[config.mk]
export PLATFORM = sky130hd
export DESIGN_NAME = imem_serial_loader
export DESIGN_NICKNAME = d
export VERILOG_FILES = /design/src/rtl/imem_serial_loader.sv
export SDC_FILE = /design/constraint.sdc
export NUM_CORES = 1
export LEC_CHECK = 0
export ABC_CLOCK_PERIOD_IN_PS = 5100
export BUFFER_PORTS_ARGS = -buffer_cell sky130_fd_sc_hd__buf_2
export CORE_ASPECT_RATIO = 0.5
export CORE_MARGIN = 8
export CORE_UTILIZATION = 63
export CTS_BUF_LIST = sky130_fd_sc_hd__clkbuf_2 sky130_fd_sc_hd__clkbuf_4 sky130_fd_sc_hd__clkbuf_8
export CTS_CLUSTER_SIZE = 10
export DETAILED_ROUTE_END_ITERATION = 16
export PLACE_DENSITY = 0.95
export SLEW_MARGIN = 20
export SYNTH_ARGS = -nofsm -noshare
export SYNTH_HDL_FRONTEND = slang
export SYNTH_SLANG_ARGS = --single-unit
export TNS_END_PERCENT = 5
[constraint.sdc]
create_clock -name clk -period 5.1 [get_ports clk]
set_clock_uncertainty 0.05 [all_clocks]
set_input_delay 0.765 -clock clk [delete_from_list [all_inputs] [get_ports clk]]
set_output_delay 0.765 -clock clk [all_outputs]
set_load 0.02 [all_outputs]
[src/rtl/imem_serial_loader.sv]
// Boot-time loader: deserialises MSB-first instruction words into I_MEMORY,
// then enables the CPU and issues its start pulse.
//
// state | meaning
// IDLE  | no session yet; I_MEMORY address follows the CPU
// SHIFT | collecting serial bits and writing completed words at waddr
// ARM   | CPU enabled, counting down to the start pulse
// RUN   | program loaded and started; CPU owns I_MEMORY
module imem_serial_loader #(
  parameter int                ADDR_W      = 8,
  parameter int                DATA_W      = 16,
  parameter logic [ADDR_W-1:0] BASE_ADDR   = '0,
  parameter int                START_DELAY = 1
) (
  input  logic              clk,
  input  logic              rst_n,
  input  logic              load_start,
  input  logic [ADDR_W-1:0] prog_len,
  input  logic              sdi,
  input  logic              sdi_valid,
  input  logic [ADDR_W-1:0] cpu_i_addr,
  output logic [ADDR_W-1:0] i_mem_addr,
  output logic              i_we,
  output logic [DATA_W-1:0] i_wdata,
  output logic              cpu_enable,
  output logic              cpu_start,
  output logic              busy,
  output logic              done
);

  localparam int BIT_W = $clog2(DATA_W + 1);
  localparam int DLY_W = (START_DELAY < 2) ? 1 : $clog2(START_DELAY + 1);

  typedef enum logic [1:0] {
    S_IDLE  = 2'd0,
    S_SHIFT = 2'd1,
    S_ARM   = 2'd2,
    S_RUN   = 2'd3
  } state_t;

  state_t            state;
  logic [DATA_W-1:0] shreg;
  logic [BIT_W-1:0]  bitcnt;
  logic [ADDR_W-1:0] len;
  logic [ADDR_W-1:0] wcnt;
  logic [ADDR_W-1:0] waddr;
  logic [DLY_W-1:0]  dly;

  logic [DATA_W-1:0] shreg_nxt;
  logic              word_done;
  logic              last_write;

  assign shreg_nxt  = {shreg[DATA_W-2:0], sdi};
  assign word_done  = sdi_valid && (bitcnt == BIT_W'(DATA_W - 1));
  assign last_write = i_we && ((wcnt + ADDR_W'(1)) == len);

  assign i_mem_addr = (state == S_SHIFT) ? waddr : cpu_i_addr;

  always_ff @(posedge clk or negedge rst_n) begin
    if (!rst_n) begin
      state      <= S_IDLE;
      shreg      <= '0;
      bitcnt     <= '0;
      len        <= '0;
      wcnt       <= '0;
      waddr      <= '0;
      dly        <= '0;
      i_we       <= 1'b0;
      i_wdata    <= '0;
      cpu_enable <= 1'b0;
      cpu_start  <= 1'b0;
      busy       <= 1'b0;
      done       <= 1'b0;
    end else begin
      i_we      <= 1'b0;
      cpu_start <= 1'b0;
      case (state)
        S_IDLE, S_RUN: begin
          if (load_start) begin
            done <= 1'b0;
            busy <= 1'b1;
            if (prog_len != '0) begin
              state      <= S_SHIFT;
              len        <= prog_len;
              waddr      <= BASE_ADDR;
              wcnt       <= '0;
              cpu_enable <= 1'b0;
            end else begin
              state      <= S_ARM;
              cpu_enable <= 1'b1;
              dly        <= DLY_W'(START_DELAY);
            end
          end
        end
        S_SHIFT: begin
          if (i_we) begin
            waddr <= waddr + ADDR_W'(1);
            wcnt  <= wcnt + ADDR_W'(1);
          end
          // The final write cycle closes the session, so its serial bit is dropped.
          if (last_write) begin
            state      <= S_ARM;
            cpu_enable <= 1'b1;
            dly        <= DLY_W'(START_DELAY);
          end else if (sdi_valid) begin
            shreg <= shreg_nxt;
            if (word_done) begin
              i_wdata <= shreg_nxt;
              i_we    <= 1'b1;
              bitcnt  <= '0;
            end else begin
              bitcnt <= bitcnt + BIT_W'(1);
            end
          end
        end
        S_ARM: begin
          if (cpu_start) begin
            state <= S_RUN;
            busy  <= 1'b0;
            done  <= 1'b1;
          end else begin
            if (dly == DLY_W'(1)) cpu_start <= 1'b1;
            dly <= dly - DLY_W'(1);
          end
        end
        default: state <= S_IDLE;
      endcase
    end
  end

endmodule

==> reports/qor.yml <==
status: "complete, no violations"
first_global_vias: 2472
slowest_delay_ns: 0.65
rows: 18
multiInputGateArea_sq_mm: 0.00157
cts_root_buf: "clkbuf_8"
synth_edf_count: 0
dr.first_iter.drc_count: 227
coreArea_sq_mm: 0.00504
gr-total-overflow: 0
drt_wl_total_mm: 7.33
seq_area_sq_mm: 0.00170
yosysSeqAreaShare: 0.503
cts-htree-levels: 3
cp.required_ns: 5.28
drtPass1Iterations: 5
rsz0062_at_grt: "no"
slew_headroom: 0.308
synth.avg_cell_area_sq_um: 11.2
period_minus_slack_ns: 3.36
power.total_mw: 1.73
antenna_cells: 0
io_pins: 50
sequentialPowerShare: 0.450
final.setup.tns_ns: 0
netlist_instances: 302
r2r-end: "i_wdata[7]$_DFFE_PN0P_"
vias: 2502
postCtsResizedCells: 0
r2r_start: "state[1]$_DFFE_PN0P_"
synth_flop_cell: "dfrtp_1"
p_sw_mw: 0.554
hp-class: "flip-flop to flip-flop"
layout-area-overhead-vs-synth_pct: 14.4
max_clock_freq_mhz: 298
post_cts_buffers: 0
die_h_um: 67.8
clkPwrFrac: 0.289
clkTransAtPathRegs_ns: 0.08
grt_usage: 0.185
ant_nets: 0
power.density_mw_per_mm2: 448
dpl.hpwl_mm: 4.89
drcViolationCount: 0
syn_area_sq_mm: 0.00338
cp_max_fo: 19
start_util: 0.670
ys_ff_latch: 68
path_cells: "inv_1, ha_1, clkinv_1, o32a_2, a21oi_4, mux2_2"
hold_viol_final: 0
antenna_found_initial: 0
yosysWarnings: 0
setup_viol: 0
drive_gt1_frac: 0.325
clock_path_buffers: 2
p_leak_nw: 1.86
cts_tree: "built"
rrSetupSlack_ns: 1.74
nFillCells: 292
clk_latency_ns: 0.36
cts_hold_buf: 0
ys_types: 54
gp_congestion: 0.861
cpMaxStageDelayCell: "ha_1"
hp-start: "i_wdata[9]$_DFFE_PN0P_"
cap_violations: 0
critPathKind: "flip-flop to flip-flop"
portBuffers: 49
post_drt_wl_per_cell_um: 17.2
vdd_drop_max_uv: 311
fin_nets: 378
holdPathStages: 1
synthArstFlopShare: 1.00
rr_worst_depth: 6
swShare: 0.320
vias_per_cell: 5.86
clock_sinks: 68
whs_endpoint: "i_wdata[9]$_DFFE_PN0P_"
die_w_um: 120
grt_start_max_net_pins: 69
worstSetupStartpointType: "flip-flop"
die_area_sq_mm: 0.00811
comb_power_share: 0.261
synth_nets: 328
grt_pass1_wl_mm: 11.9
p_int_mw: 1.18
fin_crit_sh: 0.659
maxSlewViolCount: 0
cts_inserted_buffers: 9
tightest_slew_ns: 1.04
end_kind: "flip-flop"
arrival_ns: 3.55
-- logic make-up after synthesis --
logic type,share of synthesized area
buf+inv,0.0315
xor+xnor,0.0363
flops,0.503
simple gates,0.148
mux,0.168
compound gates,0.0948
fa+ha+maj,0.0185
-- cell type report --
type / count / area share
clock inverters: 7 / 0.0256
clock buffers: 9 / 0.0320
flip-flops and latches: 68 / 0.440
well taps: 70 / 0.0226
inverters: 8 / 0.00776
multi-input cells: 215 / 0.407
repair buffers: 50 / 0.0654
-- how the worst max path moves through the flow --
stage	from	endpoint	slack, ns	depth (start not counted)
after floorplan	prog_len[5]	wcnt[7]$_DFFE_PN0P_	2.58	6
after global placement	state[1]$_DFFE_PN0P_	i_wdata[9]$_DFFE_PN0P_	1.95	6
after detailed placement	state[1]$_DFFE_PN0P_	i_wdata[7]$_DFFE_PN0P_	1.85	6
after CTS	state[1]$_DFFE_PN0P_	i_wdata[7]$_DFFE_PN0P_	1.76	6
after global routing	state[1]$_DFFE_PN0P_	i_wdata[7]$_DFFE_PN0P_	1.56	6
final	state[1]$_DFFE_PN0P_	i_wdata[7]$_DFFE_PN0P_	1.74	6
-- through the flow --
stage | instances | instance area [sq um] | util | setup WS [ns] | hold slack [ns]
finish | 427 | 3870 | 0.767 | 1.74 | 0.454
global route | 427 | 3870 | 0.767 | 1.56 | 0.473
CTS | 427 | 3870 | 0.767 | 1.76 | 0.457
detailed placement | 411 | 3640 | 0.722 | 1.85 | 0.440
global placement | 411 | 3640 | 0.722 | 1.95 | 0.429
floorplan | 302 | 3380 | - | 2.58 | 0.415
-- cell usage in the layout (no fill, tap or decap), types with 3 or more instances in the layout --
master    instances
nor2_1           15
inv_1             7
clkbuf_8          9
a21oi_1           6
nor3_1            5
mux2i_1           3
mux2_4           17
mux2_2           25
o21ai_0          14
nand2_1          50
or3_1             3
nand3_1          11
buf_2            49
ha_1              5
xor2_1            5
o21a_1            3
o31ai_1           3
dfrtp_1          68
xnor2_1           9
-- sequential cells by signal (all words and copies together) (netlist names), 2 cells and up --
name,flops
i_wdata,16
state,2
shreg,15
len,8
waddr,8
wcnt,8
bitcnt,5
-- per-layer routing --
metal | share of wire | global-route usage | vias up
li1 | - | - | 1165
met1 | 0.40 | 0.204 | 1206
met2 | 0.52 | 0.328 | 113
met3 | 0.065 | 0.0549 | 18
met4 | 0.020 | 0.102 | 0
met5 | 0 | 0 | -
-- worst max-delay path: cells and delay by family (launching register included) --
family          cells  cell delay [ns]
fa+ha+maj           1             0.65
compound gates      2             1.15
mux                 1             0.42
flops               1             0.42
buf+inv             2             0.56
-- power by group through the flow --
stage	combinational (mW)	clock [mW]	sequential, mW
global placement	0.428	0	0.777
floorplan	0.258	0	0.828
CTS	0.460	0.503	0.779
finish	0.453	0.501	0.780
detailed placement	0.454	0	0.786
global route	0.488	0.527	0.799
-- synthesized netlist by cell type, types with 3 or more instances --
| cell type | instances | share of area |
|---|---|---|
| dfrtp_1 | 68 | 0.50 |
| nand2_1 | 50 | 0.056 |
| mux2_2 | 25 | 0.083 |
| mux2_4 | 17 | 0.075 |
| nor2_1 | 15 | 0.017 |
| o21ai_0 | 15 | 0.022 |
| nand3_1 | 11 | 0.016 |
| xnor2_1 | 9 | 0.023 |
| inv_1 | 7 | 0.0078 |
| a21oi_1 | 6 | 0.0089 |
| ha_1 | 5 | 0.019 |
| nor3_1 | 5 | 0.0074 |
| xor2_1 | 5 | 0.013 |
| clkbuf_1 | 4 | 0.0044 |
| buf_2 | 3 | 0.0044 |
| mux2i_1 | 3 | 0.0089 |
| o21a_1 | 3 | 0.0067 |
| o31ai_1 | 3 | 0.0067 |
| or3_1 | 3 | 0.0056 |
Power figures use the tool's default switching activity.
